==> config.mk <==
export PLATFORM = sky130hd
export DESIGN_NAME = uart_imem_loader
export DESIGN_NICKNAME = d
export VERILOG_FILES = /design/src/rtl/uart_imem_loader.sv
export SDC_FILE = /design/constraint.sdc
export NUM_CORES = 1
export LEC_CHECK = 0
export ABC_CLOCK_PERIOD_IN_PS = 7400
export BUFFER_PORTS_ARGS = -buffer_cell sky130_fd_sc_hd__buf_4
export CAP_MARGIN = 10
export CORE_MARGIN = 2
export CORE_UTILIZATION = 34
export DETAILED_ROUTE_END_ITERATION = 8
export PLACE_DENSITY = 0.57
export SYNTH_ARGS = -nofsm -noshare
export SYNTH_HDL_FRONTEND = slang
export SYNTH_SLANG_ARGS = --single-unit
==> constraint.sdc <==
create_clock -name clk -period 7.4 [get_ports clk]
set_input_delay 0.74 -clock clk [delete_from_list [all_inputs] [get_ports clk]]
set_output_delay 0.74 -clock clk [all_outputs]
set_load 0.05 [all_outputs]
==> src/rtl/uart_imem_loader.sv <==
`default_nettype none
// ============================================================================
// Module   : uart_imem_loader
// Purpose  : UART boot loader. Hunts for the key "TECTUINNO", then packs the
//            received bytes little-endian into imem words until the line goes
//            idle. Optional byte echo on tx is enabled by UART_IMEM_LOADER_ECHO_EN.
// Revision : 1.0 - initial release
// ============================================================================
module uart_imem_loader #(
  parameter int CLK_DIV     = 235,
  parameter int WORD_BYTES  = 4,
  parameter int ADDR_W      = 6,
  parameter int TIMEOUT_CYC = 23_500_000
) (
  input  logic                    clk,
  input  logic                    rst,
  input  logic                    rx,
  input  logic                    load_en,
  output logic                    tx,
  output logic                    imem_we,
  output logic [ADDR_W-1:0]       imem_addr,
  output logic [8*WORD_BYTES-1:0] imem_wdata,
  output logic                    loading,
  output logic                    done,
  output logic                    frame_err
);

  localparam int                  c_DIV_W    = $clog2(CLK_DIV);
  localparam logic [c_DIV_W-1:0]  c_BIT_LAST = c_DIV_W'(CLK_DIV - 1);
  localparam logic [c_DIV_W-1:0]  c_HALF_LAST = c_DIV_W'(CLK_DIV / 2 - 1);
  localparam int                  c_LANE_W   = (WORD_BYTES > 1) ? $clog2(WORD_BYTES) : 1;
  localparam logic [c_LANE_W-1:0] c_LAST_LANE = c_LANE_W'(WORD_BYTES - 1);
  localparam int                  c_TO_W     = $clog2(TIMEOUT_CYC + 2);
  localparam logic [c_TO_W-1:0]   c_TIMEOUT  = c_TO_W'(TIMEOUT_CYC);
  localparam logic [3:0]          c_KEY_LAST = 4'd8;

  function automatic logic [7:0] key_byte(input logic [3:0] idx);
    case (idx)
      4'd0, 4'd3: key_byte = 8'h54;  // T
      4'd1:       key_byte = 8'h45;  // E
      4'd2:       key_byte = 8'h43;  // C
      4'd4:       key_byte = 8'h55;  // U
      4'd5:       key_byte = 8'h49;  // I
      4'd6, 4'd7: key_byte = 8'h4E;  // N
      4'd8:       key_byte = 8'h4F;  // O
      default:    key_byte = 8'h00;
    endcase
  endfunction

  // ---------------------------------------------------------------- receiver
  typedef enum logic [1:0] {RX_IDLE, RX_START, RX_DATA, RX_STOP} rx_state_t;

  rx_state_t          r_rx_state, w_rx_next;
  logic               r_rx_s1, r_rx_s2, r_rx_prev;
  logic [c_DIV_W-1:0] r_rx_cnt;
  logic [2:0]         r_rx_bit;
  logic [7:0]         r_rx_shift, r_rx_byte;
  logic               r_rx_valid, r_frame_err;
  logic               w_rx_fall, w_rx_half, w_rx_full, w_rx_cnt_clr;

  assign w_rx_fall = r_rx_prev & ~r_rx_s2;
  assign w_rx_half = (r_rx_cnt == c_HALF_LAST);
  assign w_rx_full = (r_rx_cnt == c_BIT_LAST);
  assign w_rx_cnt_clr = (r_rx_state == RX_IDLE) ||
                        ((r_rx_state == RX_START) && w_rx_half) ||
                        ((r_rx_state == RX_DATA || r_rx_state == RX_STOP) && w_rx_full);

  always_comb begin
    w_rx_next = r_rx_state;
    case (r_rx_state)
      RX_IDLE:  if (w_rx_fall) w_rx_next = RX_START;
      RX_START: if (w_rx_half) w_rx_next = r_rx_s2 ? RX_IDLE : RX_DATA;
      RX_DATA:  if (w_rx_full && r_rx_bit == 3'd7) w_rx_next = RX_STOP;
      RX_STOP:  if (w_rx_full) w_rx_next = RX_IDLE;
      default:  w_rx_next = RX_IDLE;
    endcase
  end

  always_ff @(posedge clk) begin
    if (!rst) r_rx_state <= RX_IDLE;
    else      r_rx_state <= w_rx_next;
  end

  always_ff @(posedge clk) begin
    if (!rst) begin
      r_rx_s1     <= 1'b1;
      r_rx_s2     <= 1'b1;
      r_rx_prev   <= 1'b1;
      r_rx_cnt    <= '0;
      r_rx_bit    <= '0;
      r_rx_shift  <= '0;
      r_rx_byte   <= '0;
      r_rx_valid  <= 1'b0;
      r_frame_err <= 1'b0;
    end else begin
      r_rx_s1    <= rx;
      r_rx_s2    <= r_rx_s1;
      r_rx_prev  <= r_rx_s2;
      r_rx_valid <= 1'b0;
      r_rx_cnt   <= w_rx_cnt_clr ? '0 : r_rx_cnt + 1'b1;
      if (r_rx_state == RX_START && w_rx_half) r_rx_bit <= '0;
      if (r_rx_state == RX_DATA && w_rx_full) begin
        r_rx_shift <= {r_rx_s2, r_rx_shift[7:1]};
        r_rx_bit   <= r_rx_bit + 1'b1;
      end
      if (r_rx_state == RX_STOP && w_rx_full) begin
        if (r_rx_s2) begin
          r_rx_byte  <= r_rx_shift;
          r_rx_valid <= 1'b1;
        end else begin
          r_frame_err <= 1'b1;
        end
      end
    end
  end

  // ------------------------------------------------------------ loader FSM
  typedef enum logic [1:0] {ST_HUNT, ST_LOAD, ST_DONE} ld_state_t;

  ld_state_t              r_ld_state, w_ld_next;
  logic [3:0]             r_match;
  logic [c_LANE_W-1:0]    r_lane;
  logic [8*WORD_BYTES-1:0] r_word, w_word, r_wdata;
  logic [ADDR_W-1:0]      r_addr;
  logic [c_TO_W-1:0]      r_timeout;
  logic                   r_we;
  logic                   w_key_hit, w_timeout, w_partial;

  assign w_key_hit = r_rx_valid && (r_rx_byte == key_byte(r_match));
  assign w_timeout = (r_timeout >= c_TIMEOUT);
  assign w_partial = (r_lane != '0);

  always_comb begin
    w_word = r_word;
    w_word[{r_lane, 3'b000} +: 8] = r_rx_byte;
  end

  // A pending partial word is flushed while still in LOAD; DONE follows once lanes are empty.
  always_comb begin
    w_ld_next = r_ld_state;
    if (!load_en) begin
      w_ld_next = ST_HUNT;
    end else begin
      case (r_ld_state)
        ST_HUNT: if (w_key_hit && r_match == c_KEY_LAST) w_ld_next = ST_LOAD;
        ST_LOAD: if (w_timeout && !r_rx_valid && !w_partial) w_ld_next = ST_DONE;
        ST_DONE: w_ld_next = ST_DONE;
        default: w_ld_next = ST_HUNT;
      endcase
    end
  end

  always_ff @(posedge clk) begin
    if (!rst) r_ld_state <= ST_HUNT;
    else      r_ld_state <= w_ld_next;
  end

  always_ff @(posedge clk) begin
    if (!rst) begin
      r_match   <= '0;
      r_lane    <= '0;
      r_word    <= '0;
      r_wdata   <= '0;
      r_addr    <= '0;
      r_timeout <= '0;
      r_we      <= 1'b0;
    end else begin
      r_we <= 1'b0;
      if (r_we) r_addr <= r_addr + 1'b1;
      if (!load_en) begin
        r_match <= '0;
        r_lane  <= '0;
        r_word  <= '0;
      end else begin
        case (r_ld_state)
          ST_HUNT: begin
            if (r_rx_valid) begin
              if (w_key_hit)
                r_match <= (r_match == c_KEY_LAST) ? 4'd0 : r_match + 4'd1;
              else
                r_match <= (r_rx_byte == 8'h54) ? 4'd1 : 4'd0;
            end
            if (w_ld_next == ST_LOAD) begin
              r_addr    <= '0;
              r_lane    <= '0;
              r_word    <= '0;
              r_timeout <= '0;
            end
          end
          ST_LOAD: begin
            if (r_rx_valid) begin
              r_timeout <= '0;
              if (r_lane == c_LAST_LANE) begin
                r_we    <= 1'b1;
                r_wdata <= w_word;
                r_lane  <= '0;
                r_word  <= '0;
              end else begin
                r_word <= w_word;
                r_lane <= r_lane + 1'b1;
              end
            end else begin
              r_timeout <= r_timeout + 1'b1;
              if (w_timeout && w_partial) begin
                r_we    <= 1'b1;
                r_wdata <= r_word;
                r_lane  <= '0;
                r_word  <= '0;
              end
            end
          end
          default: ;
        endcase
      end
    end
  end

  assign imem_we    = r_we;
  assign imem_addr  = r_addr;
  assign imem_wdata = r_wdata;
  assign loading    = (r_ld_state == ST_LOAD);
  assign done       = (r_ld_state == ST_DONE);
  assign frame_err  = r_frame_err;

  // ------------------------------------------------------------ echo
`ifdef UART_IMEM_LOADER_ECHO_EN
  logic               r_tx, r_tx_busy;
  logic [8:0]         r_tx_shift;
  logic [c_DIV_W-1:0] r_tx_cnt;
  logic [3:0]         r_tx_bits;
  logic               w_echo;

  assign w_echo = r_rx_valid && load_en && (r_ld_state == ST_LOAD);

  // Start bit goes out immediately; shift holds data then stop, sent LSB first.
  always_ff @(posedge clk) begin
    if (!rst) begin
      r_tx       <= 1'b1;
      r_tx_busy  <= 1'b0;
      r_tx_shift <= '1;
      r_tx_cnt   <= '0;
      r_tx_bits  <= '0;
    end else if (!r_tx_busy) begin
      if (w_echo) begin
        r_tx       <= 1'b0;
        r_tx_busy  <= 1'b1;
        r_tx_shift <= {1'b1, r_rx_byte};
        r_tx_cnt   <= '0;
        r_tx_bits  <= '0;
      end
    end else if (r_tx_cnt == c_BIT_LAST) begin
      r_tx_cnt <= '0;
      if (r_tx_bits == 4'd9) begin
        r_tx_busy <= 1'b0;
        r_tx      <= 1'b1;
      end else begin
        r_tx       <= r_tx_shift[0];
        r_tx_shift <= {1'b1, r_tx_shift[8:1]};
        r_tx_bits  <= r_tx_bits + 4'd1;
      end
    end else begin
      r_tx_cnt <= r_tx_cnt + 1'b1;
    end
  end

  assign tx = r_tx;
`else
  assign tx = 1'b1;
`endif

endmodule
`default_nettype wire
# Word-level counts from Yosys, hierarchy flattened
# Memory sizes are Yosys's and may differ from the RTL's. A register that Yosys moved wholly into a read port is not among the register bits.
# Cells that the tools add are included.
[op_classes]
add_sub_neg = 7
magnitude_cmp = 1
eq_ne = 20
n_shift = 2
n_mux = 42
n_bitwise = 3
reduce_logical = 32
[op_table]
columns = ["op", "count"]
rows = [
  ["$mux W32", 7],
  ["$pmux W32 S2", 1],
  ["$mux W25", 2],
  ["$pmux W25 S2", 1],
  ["$bwmux W32", 1],
  ["$shift A8 B7 Y32 const A", 1],
  ["$shiftx A8 B7 Y32", 1],
  ["$add A25 B1 Y25 const B", 1],
  ["$ge A25 B25 Y1 const B", 1],
  ["$mux W2", 12],
  ["$mux W6", 4],
  ["$eq A8 B7 Y1 const B", 2],
  ["$mux W4", 4],
  ["$logic_and A1 B1 Y1", 10],
  ["$ne A2 B2 Y1 const B", 5],
  ["$reduce_and A2 Y1", 5],
  ["$reduce_and A3 Y1", 3],
  ["$add A8 B1 Y8 const B", 1],
  ["$eq A2 B2 Y1 const B", 4],
  ["$eq A8 B8 Y1", 1],
  ["$eq A8 B8 Y1 const B", 1],
  ["$pmux W2 S4", 1],
  ["$reduce_and A4 Y1", 2],
  ["$reduce_bool A2 Y1", 4],
  ["20 further kinds", 32],
]
[word_totals]
ff_bits = 138
romBits = 96
in_bits = 4
output_inout_bits = 43
elab_cells = 126
n_memories = 1
[mem_list]
columns = ["memory", "depth", "width", "read_ports", "rd_clocked_by_memory_dff", "write_ports", "line", "source"]
rows = [
  ["(name not given)", 16, 6, 1, 1, 0, "38", "case (idx)"],
]

# Depth between registers and ports, before layout
# Gate-level depths: netlist of the first run.
[depth]
ltp_word = 10
mapped_depth = 12
mapped_depth_nobuf = 12

# Least setup slack after synthesis of the first run
# No wires, ideal clock.
[synth_path]
path_kind = "register -> register"
startpoint = "register r_rx_byte[5]"
endpoint = "register (tool-made name)"
t_arrival_ns = 2.394
path_slack_ns = 4.930
path_stages_with_launch = 11
cell_sequence = "dfxtp_1 or3b_1 nor4_4 nand3_1 nor2_1 a21oi_1 a211oi_1 inv_1 ha_1 mux2_2 o21ai_0"
[synth_lines]
columns = ["element", "line", "source"]
rows = [
  ["from (decl)", "57", "logic [7:0] r_rx_shift, r_rx_byte;"],
  ["from (signal assigned)", "108", "r_rx_byte <= r_rx_shift;"],
]

# Final worst setup path of the first run
[layout_path]
startpoint = "register r_rx_valid"
endpoint = "register r_timeout[12]"
[layout_via]
elab_chain_cells = 9
word_cells_on_any_way = 14
cone_classes = "2 x eq/ne; 6 x mux; 6 x reduce/logical"
[layout_lines]
columns = ["element", "line", "source"]
rows = [
  ["from (decl)", "58", "logic r_rx_valid, r_frame_err;"],
  ["from (signal assigned)", "93", "r_rx_valid <= 1'b0;"],
  ["from (signal assigned)", "99", "r_rx_valid <= 1'b0;"],
  ["from (signal assigned)", "109", "r_rx_valid <= 1'b1;"],
  ["$logic_not A1 Y1", "146", "ST_LOAD: if (w_timeout && !r_rx_valid && !w_partial) w_ld_next = ST_DONE;"],
  ["$logic_and A1 B1 Y1 (2 in a row)", "146", ""],
  ["$mux W2", "146", ""],
  ["$pmux W2 S3", "144", "case (r_ld_state)"],
  ["$mux W2", "141", "if (!load_en) begin"],
  ["$eq A2 B1 Y1", "183", "if (w_ld_next == ST_LOAD) begin"],
  ["$ne A2 B2 Y1 (no source line)", "n/a", ""],
  ["$reduce_and A3 Y1 (no source line)", "n/a", ""],
  ["to (signal assigned)", "203", "r_timeout <= r_timeout + 1'b1;"],
  ["to (decl)", "125", "logic [c_TO_W-1:0] r_timeout;"],
]
# Parallel ways exist; a longest one is shown, timed or not.
# A chain may end at the register's enable or synchronous reset.

==> results_tabular.tex, run 1 <==
\begin{tabular}{lr}
\hline
Metric & Value \\
\hline
\multicolumn{2}{l}{\textbf{Global routing}} \\
\quad Wire length of the first global-routing pass & 23410 um \\
\quad Number of global-route vias before repair & 4623 \\
\quad Number of antenna violations at the first check in global routing & 0 \\
\quad Global Route Usage Sum & 0.1448 \\
\quad Largest net degree at the start of global routing & 57 \\
\quad Total gr overflow & 0 \\
\multicolumn{2}{l}{\textbf{Synth}} \\
\quad Synthesis Warnings & 0 \\
\quad Library cell with the highest instance count after synthesis & dfxtp\_1 \\
\quad Post-synthesis average cell area & 8.889 um2 \\
\quad Share of flip-flops with an asynchronous set or reset after synthesis & 0 \\
\quad Portion of synthesized cell area occupied by the leading cell type & 0.4449 \\
\quad Top flip-flop cell by instance count after synthesis & dfxtp\_1 \\
\quad Post-synthesis sequential area ratio & 0.4449 \\
\quad Area contributors post-synth & dfxtp\_1 44\%, nor2\_1 6.8\%, a211oi\_1 4.2\% \\
\quad Post-synthesis instance area & 0.006480 mm2 \\
\quad Net count after synthesis & 753 \\
\quad Post-synthesis cell type count & 61 \\
\quad Number of instances in the synthesized netlist & 729 \\
\quad Number of flops mapped to enable cells by yosys & 0 \\
\quad Synth top cells by count & 144 x dfxtp\_1, 117 x nor2\_1, 59 x nand2\_1 \\
\quad Leading area contributor after synthesis & dfxtp\_1 \\
\quad Seq cells post-synth & 144 \\
\multicolumn{2}{l}{\textbf{Power}} \\
\quad Net Sw Frac & 0.2077 \\
\quad Int Power & 1.339 mW \\
\quad Power consumption & 1.690 mW \\
\quad Pwr Density & 222.6 mW/mm2 \\
\quad VDD IR-drop max & 0.1309 mV \\
\quad Leakage & 2.671 nW \\
\quad Total net switching power & 0.3511 mW \\
\quad Comb power frac & 0.012 \\
\quad Share of total power in sequential cells & 0.460 \\
\quad Clock share of power & 0.527 \\
\multicolumn{2}{l}{\textbf{Place}} \\
\quad Number of port buffers & 45 \\
\quad Post-place instance area & 0.006965 mm2 \\
\quad Routability-driven placement congestion ratio & 0.8180 \\
\quad Cell count after placement & 972 \\
\quad DP HPWL & 9283 um \\
\multicolumn{2}{l}{\textbf{Setup path}} \\
\quad Peak fanout along the critical path & 26 \\
\quad Worst-case reg-to-reg path depth & 6 \\
\quad Arrival @ worst endpoint & 3410 ps \\
\quad Crit path required time & 7680 ps \\
\quad Startpoint of the lowest-slack register-to-register path & r\_rx\_valid\$\_SDFF\_PN0\_ \\
\quad Path type of the worst setup path & register to register \\
\quad Standard cell with the maximum stage delay on the critical path & dfxtp\_1 \\
\quad Worst reg2reg setup slack & 4280 ps \\
\quad Crit path cell chain & or3b\_1 -> nor4\_4 -> nand4\_4 -> and2\_1 -> o21ai\_4 -> nor2\_1 \\
\quad Delay of the slowest cell on the worst path & 550 ps \\
\quad Terminus of the critical flop-to-flop path & r\_timeout[12]\$\_SDFFE\_PN0P\_ \\
\quad Capturing element type of the critical path & register \\
\quad Critical path startpoint category & register \\
\multicolumn{2}{l}{\textbf{Routing}} \\
\quad Final routed wirelength across all metal layers & 14040 um \\
\quad Average routed wire per standard cell & 13.99 um \\
\quad Ratio of routed vias to standard cells & 4.983 \\
\quad Number of remaining DRC errors & 0 \\
\quad Starting DRT DRC Count & 357 \\
\quad Vias & 5003 \\
\quad Post-route antenna net violation count & 0 \\
\quad First-pass detailed-route iteration total & 5 \\
\multicolumn{2}{l}{\textbf{Min path}} \\
\quad Min-delay worst type & register to register \\
\quad Min-Delay Path Depth & 1 \\
\quad Beginning of the worst hold path & r\_rx\_s1\$\_SDFF\_PN1\_ \\
\quad Terminating pin of the worst hold path & r\_rx\_s2\$\_SDFF\_PN1\_ \\
\multicolumn{2}{l}{\textbf{Clocking}} \\
\quad Worst-skew pair later-pin latency & 420 ps \\
\quad Buffers from clock root to sink, at most & 2 \\
\quad Number of setup buffers added after CTS & 0 \\
\quad Clock input transition at the sequential cells of the worst setup and hold paths & 60 ps \\
\quad Deepest level of the CTS H-tree & 4 \\
\quad Clock root buffer master & clkbuf\_16 \\
\quad Count of cells resized by post-cts repair & 0 \\
\quad Number of buffers created by CTS & 17 \\
\quad TritonCTS clock tree & done \\
\quad Post-cts hold buffer count & 0 \\
\quad Number of sinks on the clock net & 144 \\
\multicolumn{2}{l}{\textbf{Timing}} \\
\quad Final cycle utilization of the critical path & 0.4218 \\
\quad Worst hold margin & 409.7 ps \\
\quad Measured slew at the worst slew-check pin & 1106 ps \\
\quad Peak Freq & 0.3204 GHz \\
\quad Fin. max-slew vios & 0 \\
\quad Final total negative setup slack & 0 ps \\
\quad Final number of hold-violating endpoints & 0 \\
\quad Worst clock skew & 6.604 ps \\
\quad Final Critical Period & 3121 ps \\
\quad Number of failing setup endpoints in the final timing report & 0 \\
\quad Remaining max-slew budget at the tightest pin & 0.2610 \\
\quad Setup repair after global routing missed its margin & false \\
\multicolumn{2}{l}{\textbf{Floorplan}} \\
\quad Die boundary height & 142.1 um \\
\quad Die area & 0.02018 mm2 \\
\quad Boundary pin count & 47 \\
\quad Core area & 0.01871 mm2 \\
\quad Die Wd & 142.1 um \\
\quad Number of cell rows & 50 \\
\quad Effective utilization at floorplan & 0.3464 \\
\multicolumn{2}{l}{\textbf{Layout}} \\
\quad Storage cell area & 0.002883 mm2 \\
\quad Combined area of the multi-input logic cells & 0.003264 mm2 \\
\quad Diodes inserted & 0 \\
\quad Area growth from synthesis to layout & 17.13\% \\
\quad Layout Nets & 781 \\
\quad Final instance count without filler cells & 1004 \\
\quad Number of filler instances in the final layout & 1879 \\
\quad Layout cell share with drive strength beyond 1 & 0.1403 \\
\quad Post-route cell area & 0.007590 mm2 \\
\multicolumn{2}{l}{\textbf{Job}} \\
\quad Count of maximum capacitance violations & 0 \\
\multicolumn{2}{l}{\textbf{Run status}} \\
\quad Result of the run & complete, no violations \\
\hline
\end{tabular}
critical path, delay by kind of cell, from the launching register on:
family | cells | cell delay [ps]
and+or+nand+nor | 5 | 1880
AOI/OAI and AO/OA | 1 | 540
DFF | 1 | 550
power by group through the flow:
stage                     Sequential, mW  Clock (mW)  Combinational, mW
final                              0.778       0.891             0.0211
after detailed placement           0.795           0             0.0215
after global placement             0.795           0             0.0216
after global routing               0.777       0.944             0.0239
after CTS                          0.778       0.914             0.0214
after floorplan                    0.794           0             0.0168
worst max path at each step:
stage / from / endpoint / slack (ps) / cells past startpoint
6_report: r_rx_valid$_SDFF_PN0_ / r_timeout[12]$_SDFFE_PN0P_ / 4280 / 6
5_1_grt: r_rx_valid$_SDFF_PN0_ / r_timeout[4]$_SDFFE_PN0P_ / 3990 / 6
4_1_cts: r_rx_valid$_SDFF_PN0_ / r_timeout[12]$_SDFFE_PN0P_ / 4220 / 6
3_5_place_dp: r_rx_valid$_SDFF_PN0_ / r_timeout[12]$_SDFFE_PN0P_ / 4240 / 6
3_3_place_gp: r_rx_valid$_SDFF_PN0_ / r_timeout[24]$_SDFFE_PN0P_ / 4340 / 6
2_1_floorplan: r_rx_byte[5]$_SDFFE_PN0P_ / register / 4930 / 10
per-layer routing:
layer / part of all wire / global-route usage / wire length (um)
met5: 0 / 0 / 0
met4: 0.0097 / 0.04895 / 136
met3: 0.046 / 0.04038 / 646
met2: 0.44 / 0.2141 / 6128
met1: 0.51 / 0.2029 / 7130
logic make-up after synthesis:
| kind of cell | synth area share |
|---|---|
| DFF | 0.4449 |
| adders and majority gates | 0.03862 |
| xor gates and xnor gates | 0.05677 |
| buffers and inverters | 0.05252 |
| AOI/OAI and AO/OA | 0.1873 |
| muxes | 0.03263 |
| and+or+nand+nor | 0.1867 |
| other | 0.0005787 |
state kept, by name, summed over array words and instances, names as in the netlist, named ones only:
name / count
imem_wdata: 32
r_rx_shift: 8
r_timeout: 25
r_rx_bit: 3
imem_addr: 6
r_rx_valid: 1
r_rx_cnt: 8
r_word: 32
frame_err: 1
r_ld_state: 2
imem_we: 1
r_rx_s1: 1
r_lane: 2
r_match: 4
r_rx_prev: 1
r_rx_s2: 1
r_rx_byte: 8
r_rx_state: 1
layout by cell type (no fill, tap or decap), types with 23 or more instances in the layout:
cell and instances:
a211oi_1 36, a22oi_1 35, buf_4 48, dfxtp_1 144
inv_1 43, nand2_1 59, nand3_1 23, nor2_1 117
o21ai_0 32, xnor2_1 28
cell type report:
type / instances / share of cell area
clock buffers: 20 / 0.06149
clock inverters: 12 / 0.02077
inverters: 44 / 0.02176
multi-input cells: 502 / 0.4301
flip-flops and latches: 144 / 0.3798
well taps: 234 / 0.03858
repair buffers: 48 / 0.04748
stage by stage:
stage | util | setup WS, ps
2_1_floorplan | - | 4930
3_3_place_gp | 0.3724 | 4345
3_5_place_dp | 0.3724 | 4243
4_1_cts | 0.4058 | 4222
5_1_grt | 0.4058 | 3991
6_report | 0.4058 | 4279
Note: power is estimated with default switching activity, not from simulation.
==> run 2, diff against run 1 <==
ABC_CLOCK_PERIOD_IN_PS = 3000   (was 7400)
clock period = 3 ns   (was 7.4 ns; I/O delays follow)
==> results_tabular.tex, run 2 (synthesis results as in run 1) <==
\begin{tabular}{lr}
\hline
Metric & Value \\
\hline
\multicolumn{2}{l}{\textbf{Run status}} \\
\quad Result of the run & complete, no violations \\
\multicolumn{2}{l}{\textbf{Layout}} \\
\quad Final design utilization & 0.4103 \\
\quad Layout Nets & 794 \\
\quad Area growth from synthesis to layout & 18.44\% \\
\quad Commonest non-fill, non-tap cells in the layout & 144 x dfxtp\_1, 117 x nor2\_1, 60 x buf\_4 \\
\quad Layout cell share with drive strength beyond 1 & 0.1545 \\
\quad Most common cell after layout, fill and taps aside & dfxtp\_1 \\
\quad Post-route cell area & 0.007675 mm2 \\
\quad Diodes inserted & 0 \\
\multicolumn{2}{l}{\textbf{Routing}} \\
\quad Post-route antenna net violation count & 0 \\
\quad Starting DRT DRC Count & 281 \\
\quad Average routed wire per standard cell & 14.18 um \\
\quad Final routed wirelength across all metal layers & 14420 um \\
\quad Ratio of routed vias to standard cells & 4.973 \\
\quad Vias & 5058 \\
\quad First-pass detailed-route iteration total & 5 \\
\quad Number of remaining DRC errors & 0 \\
\multicolumn{2}{l}{\textbf{Clocking}} \\
\quad Worst-skew pair later-pin latency & 430 ps \\
\quad Number of setup buffers added after CTS & 0 \\
\quad Post-cts hold buffer count & 0 \\
\quad Clock input transition at the sequential cells of the worst setup and hold paths & 60 ps \\
\quad TritonCTS clock tree & done \\
\quad Buffers from clock root to sink, at most & 2 \\
\quad Number of buffers created by CTS & 17 \\
\quad Number of sinks on the clock net & 144 \\
\quad Count of cells resized by post-cts repair & 0 \\
\quad Deepest level of the CTS H-tree & 4 \\
\quad Clock root buffer master & clkbuf\_16 \\
\multicolumn{2}{l}{\textbf{Global routing}} \\
\quad Total gr overflow & 0 \\
\quad Wire length of the first global-routing pass & 24320 um \\
\quad Number of global-route vias before repair & 4720 \\
\quad Largest net degree at the start of global routing & 65 \\
\quad Number of antenna violations at the first check in global routing & 0 \\
\quad Global Route Usage Sum & 0.1517 \\
\multicolumn{2}{l}{\textbf{Timing}} \\
\quad Final Critical Period & 2689 ps \\
\quad Worst hold margin & 76.15 ps \\
\quad Number of failing setup endpoints in the final timing report & 0 \\
\quad Final number of hold-violating endpoints & 0 \\
\quad Peak Freq & 0.3719 GHz \\
\quad Setup repair after global routing missed its margin & false \\
\quad Measured slew at the worst slew-check pin & 704.0 ps \\
\quad Final total negative setup slack & 0 ps \\
\quad Final cycle utilization of the critical path & 0.8962 \\
\quad Remaining max-slew budget at the tightest pin & 0.5307 \\
\quad Setup slack after layout & 311.3 ps \\
\quad Fin. max-slew vios & 0 \\
\quad Worst clock skew & 12.57 ps \\
\multicolumn{2}{l}{\textbf{Setup path}} \\
\quad Arrival @ worst endpoint & 2980 ps \\
\quad Crit path top cell by count & nand2\_1 \\
\quad Peak fanout along the critical path & 4 \\
\quad Crit path buffers/inverters & 1 \\
\quad Delay of the slowest cell on the worst path & 440 ps \\
\quad Capturing element type of the critical path & register \\
\quad Path type of the worst setup path & register to register \\
\quad First element of the critical path & r\_rx\_byte[5]\$\_SDFFE\_PN0P\_ \\
\quad Startpoint of the lowest-slack register-to-register path & r\_rx\_byte[5]\$\_SDFFE\_PN0P\_ \\
\quad Crit path required time & 3300 ps \\
\quad Critical path startpoint category & register \\
\quad Standard cell with the maximum stage delay on the critical path & nor4\_4 \\
\quad Crit path cell chain & or3b\_1 -> nor4\_4 -> nand3\_1 -> nor2\_1 -> a21oi\_1 -> a211oi\_1 -> inv\_1 -> ha\_1 -> nand2\_1 -> nand2\_1 -> a21boi\_0 \\
\quad Cell type group with the largest total delay on the critical path & simple AND/OR/NAND/NOR gates \\
\multicolumn{2}{l}{\textbf{Place}} \\
\quad DP HPWL & 9666 um \\
\quad Worst slack after detailed placement & 317.8 ps \\
\quad Routability-driven placement congestion ratio & 0.8151 \\
\quad Post-place instance area & 0.007076 mm2 \\
\quad Number of port buffers & 45 \\
\multicolumn{2}{l}{\textbf{Power}} \\
\quad Total net switching power & 0.9422 mW \\
\quad VDD IR-drop max & 0.4019 mV \\
\quad Net Sw Frac & 0.2288 \\
\quad Clock share of power & 0.521 \\
\quad Int Power & 3.175 mW \\
\quad Comb power frac & 0.013 \\
\quad Pwr Density & 536.5 mW/mm2 \\
\quad Leakage & 2.732 nW \\
\quad Share of total power in sequential cells & 0.466 \\
\multicolumn{2}{l}{\textbf{Floorplan}} \\
\quad Effective utilization at floorplan & 0.3464 \\
\quad Die area & 0.02018 mm2 \\
\quad Core area & 0.01871 mm2 \\
\quad Die boundary height & 142.1 um \\
\quad Die Wd & 142.1 um \\
\quad Number of cell rows & 50 \\
\quad Boundary pin count & 47 \\
\multicolumn{2}{l}{\textbf{Job}} \\
\quad Count of maximum capacitance violations & 0 \\
\multicolumn{2}{l}{\textbf{Min path}} \\
\quad Min-delay worst type & input pin to register \\
\quad Beginning of the worst hold path & rx \\
\hline
\end{tabular}
==> run 2: power groups by stage <==
stage	clock (mW)	combinational, mW	sequential (mW)
detailed placement	0	0.0535	1.96
global placement	0	0.0540	1.96
floorplan	0	0.0415	1.96
CTS	2.21	0.0536	1.92
global route	2.27	0.0593	1.92
finish	2.15	0.0530	1.92
==> run 2: path summary, 6_finish.rpt <==
| path | end | slack, ps | cells past startpoint |
|---|---|---|---|
| max | register | 310 | 11 |
| min reg2reg | r_rx_s2$_SDFF_PN1_ | 420 | 1 |
| min | r_rx_s1$_SDFF_PN1_ | 80 | 2 |
| max reg2reg | register | 310 | 11 |
==> run 2: layout make-up <==
class | instances | area, um2
Timing Repair Buffer | 61 | 470.5
Sequential cell | 144 | 2883
Multi-Input combinational cell | 502 | 3264
Clock buffer | 17 | 425.4
Fill cell | 1831 | 11030
Tap cell | 234 | 292.8
Inverter | 44 | 165.2
Clock inverter | 15 | 173.9
==> run 2: through the flow <==
step / std cells / power [mW]
4_1_cts: 1017 / 4.180
2_1_floorplan: 729 / 2.000
5_1_grt: 1017 / 4.251
3_3_place_gp: 985 / 2.015
3_5_place_dp: 985 / 2.014
6_report: 1017 / 4.117
==> run 2: per-layer routing <==
layer	global-route usage	part of all wire	routed length [um]	vias up
met5	0	0	0	-
met4	0.04632	0.0075	108	0
met3	0.04139	0.037	530	9
met2	0.2189	0.43	6260	71
met1	0.2195	0.52	7517	2354
li1	-	-	-	2624
==> run 2: worst reg2reg max path: stages, from the launching register on <==
cell and delay, ps:
dfxtp_1 310, or3b_1 420, nor4_4 440, nand3_1 210, nor2_1 120, a21oi_1 70
a211oi_1 320, inv_1 130, ha_1 260, nand2_1 70, nand2_1 60, a21boi_0 160
==> run 3, diff against run 2 <==
CTS_BUF_LIST = sky130_fd_sc_hd__clkbuf_8   (was unset)
SKIP_LAST_GASP = 1   (was unset)
==> results_tabular.tex, run 3 (synthesis results as in run 1) <==
\begin{tabular}{lr}
\hline
Metric & Value \\
\hline
\multicolumn{2}{l}{\textbf{Run status}} \\
\quad Result of the run & complete, no violations \\
\multicolumn{2}{l}{\textbf{Global routing}} \\
\quad Number of antenna violations at the first check in global routing & 0 \\
\quad Total gr overflow & 0 \\
\quad Number of global-route vias before repair & 4708 \\
\quad Wire length of the first global-routing pass & 24270 um \\
\quad Largest net degree at the start of global routing & 65 \\
\quad Global Route Usage Sum & 0.1508 \\
\multicolumn{2}{l}{\textbf{Floorplan}} \\
\quad Core area & 0.01871 mm2 \\
\quad Die area & 0.02018 mm2 \\
\quad Effective utilization at floorplan & 0.3464 \\
\quad Number of cell rows & 50 \\
\quad Die boundary height & 142.1 um \\
\quad Die Wd & 142.1 um \\
\quad Boundary pin count & 47 \\
\multicolumn{2}{l}{\textbf{Setup path}} \\
\quad Worst-case reg-to-reg path depth & 11 \\
\quad Critical path startpoint category & register \\
\quad Standard cell with the maximum stage delay on the critical path & nor4\_4 \\
\quad Crit path top cell by count & nand2\_1 \\
\quad Path type of the worst setup path & register to register \\
\quad Peak fanout along the critical path & 4 \\
\quad Capturing element type of the critical path & register \\
\quad Cell type group with the largest total delay on the critical path & simple AND/OR/NAND/NOR gates \\
\quad Crit path cell chain & or3b\_1 -> nor4\_4 -> nand3\_1 -> nor2\_1 -> a21oi\_1 -> a211oi\_1 -> inv\_1 -> ha\_1 -> nand2\_1 -> nand2\_1 -> a21boi\_0 \\
\quad Startpoint of the lowest-slack register-to-register path & r\_rx\_byte[5]\$\_SDFFE\_PN0P\_ \\
\quad Crit path buffers/inverters & 1 \\
\quad Worst reg2reg setup slack & 300 ps \\
\quad First element of the critical path & r\_rx\_byte[5]\$\_SDFFE\_PN0P\_ \\
\quad Arrival @ worst endpoint & 3030 ps \\
\quad Delay of the slowest cell on the worst path & 450 ps \\
\quad Crit path required time & 3330 ps \\
\multicolumn{2}{l}{\textbf{Timing}} \\
\quad Worst hold margin & 46.73 ps \\
\quad Setup repair after global routing missed its margin & false \\
\quad Remaining max-slew budget at the tightest pin & 0.5357 \\
\quad Final Critical Period & 2695 ps \\
\quad Fin. max-slew vios & 0 \\
\quad Worst clock skew & 12.84 ps \\
\quad Final total negative setup slack & 0 ps \\
\quad Number of failing setup endpoints in the final timing report & 0 \\
\quad Final number of hold-violating endpoints & 0 \\
\quad Final cycle utilization of the critical path & 0.8985 \\
\quad Peak Freq & 0.3710 GHz \\
\quad Setup slack after layout & 304.6 ps \\
\quad Measured slew at the worst slew-check pin & 696.4 ps \\
\multicolumn{2}{l}{\textbf{Place}} \\
\quad Cell count after placement & 985 \\
\quad DP HPWL & 9666 um \\
\quad Post-place instance area & 0.007076 mm2 \\
\quad Worst slack after detailed placement & 317.8 ps \\
\quad Routability-driven placement congestion ratio & 0.8151 \\
\quad Number of port buffers & 45 \\
\multicolumn{2}{l}{\textbf{Clocking}} \\
\quad TritonCTS clock tree & done \\
\quad Worst-skew pair later-pin latency & 460 ps \\
\quad Clock root buffer master & clkbuf\_8 \\
\quad Number of buffers created by CTS & 17 \\
\quad Buffers from clock root to sink, at most & 2 \\
\quad Number of setup buffers added after CTS & 0 \\
\quad Count of cells resized by post-cts repair & 0 \\
\quad Deepest level of the CTS H-tree & 4 \\
\quad Number of sinks on the clock net & 144 \\
\quad Post-cts hold buffer count & 0 \\
\quad Clock input transition at the sequential cells of the worst setup and hold paths & 80 ps \\
\multicolumn{2}{l}{\textbf{Layout}} \\
\quad Layout cell share with drive strength beyond 1 & 0.1545 \\
\quad Post-route cell area & 0.007483 mm2 \\
\quad Layout Nets & 794 \\
\quad Commonest non-fill, non-tap cells in the layout & 144 x dfxtp\_1, 117 x nor2\_1, 60 x buf\_4 \\
\quad Most common cell after layout, fill and taps aside & dfxtp\_1 \\
\quad Diodes inserted & 0 \\
\quad Final instance count without filler cells & 1017 \\
\quad Area growth from synthesis to layout & 15.49\% \\
\multicolumn{2}{l}{\textbf{Routing}} \\
\quad Final routed wirelength across all metal layers & 14410 um \\
\quad First-pass detailed-route iteration total & 4 \\
\quad Number of remaining DRC errors & 0 \\
\quad Average routed wire per standard cell & 14.17 um \\
\quad Post-route antenna net violation count & 0 \\
\quad Ratio of routed vias to standard cells & 4.961 \\
\quad Vias & 5045 \\
\quad Starting DRT DRC Count & 290 \\
\multicolumn{2}{l}{\textbf{Power}} \\
\quad Leakage & 2.645 nW \\
\quad Pwr Density & 474.9 mW/mm2 \\
\quad VDD IR-drop max & 0.2596 mV \\
\multicolumn{2}{l}{\textbf{Min path}} \\
\quad Terminating pin of the worst hold path & r\_rx\_s1\$\_SDFF\_PN1\_ \\
\quad Min-Delay Path Depth & 2 \\
\quad Min-delay worst type & input pin to register \\
\quad Beginning of the worst hold path & rx \\
\multicolumn{2}{l}{\textbf{Job}} \\
\quad Count of maximum capacitance violations & 0 \\
\hline
\end{tabular}
==> run 3: cell count changes in the layout (fill, tap and decap cells not counted) <==
cell	delta
clkbuf_16	-17
clkbuf_8	+17
==> run 3: how the worst max path moves through the flow <==
stage | end | slack, ps | cells past startpoint
after CTS | register | 300 | 11
final | register | 300 | 11
after detailed placement | register | 320 | 11
after global routing | register | 100 | 11
after global placement | register | 350 | 11
after floorplan | register | 530 | 10
==> run 3: routing by layer <==
layer,up-vias,share of wire,GRT usage
met1,2328,0.51,0.2184
met3,11,0.047,0.04038
li1,2619,-,-
met4,0,0.0085,0.04316
met5,-,0,0
met2,87,0.44,0.2194
==> run 3: cell type report <==
class,instances,area [um2]
clock buffer,17,234.0
clock inverter,15,173.9
fill,1868,11220
inverter,44,165.2
multi-input combinational,502,3264
sequential,144,2883
tap,234,292.8
timing repair buffer,61,470.5
==> run 3: through the flow <==
stage | utilization | power (mW)
6_report | 0.4001 | 3.554
4_1_cts | 0.4001 | 3.617
3_3_place_gp | 0.3783 | 2.015
2_1_floorplan | - | 2.000
3_5_place_dp | 0.3783 | 2.014
5_1_grt | 0.4001 | 3.692
==> run 3: power by group <==
group	switching [mW]	internal [mW]
clock	0.822	0.764
combinational	0.0421	0.0107
sequential	0.00338	1.91
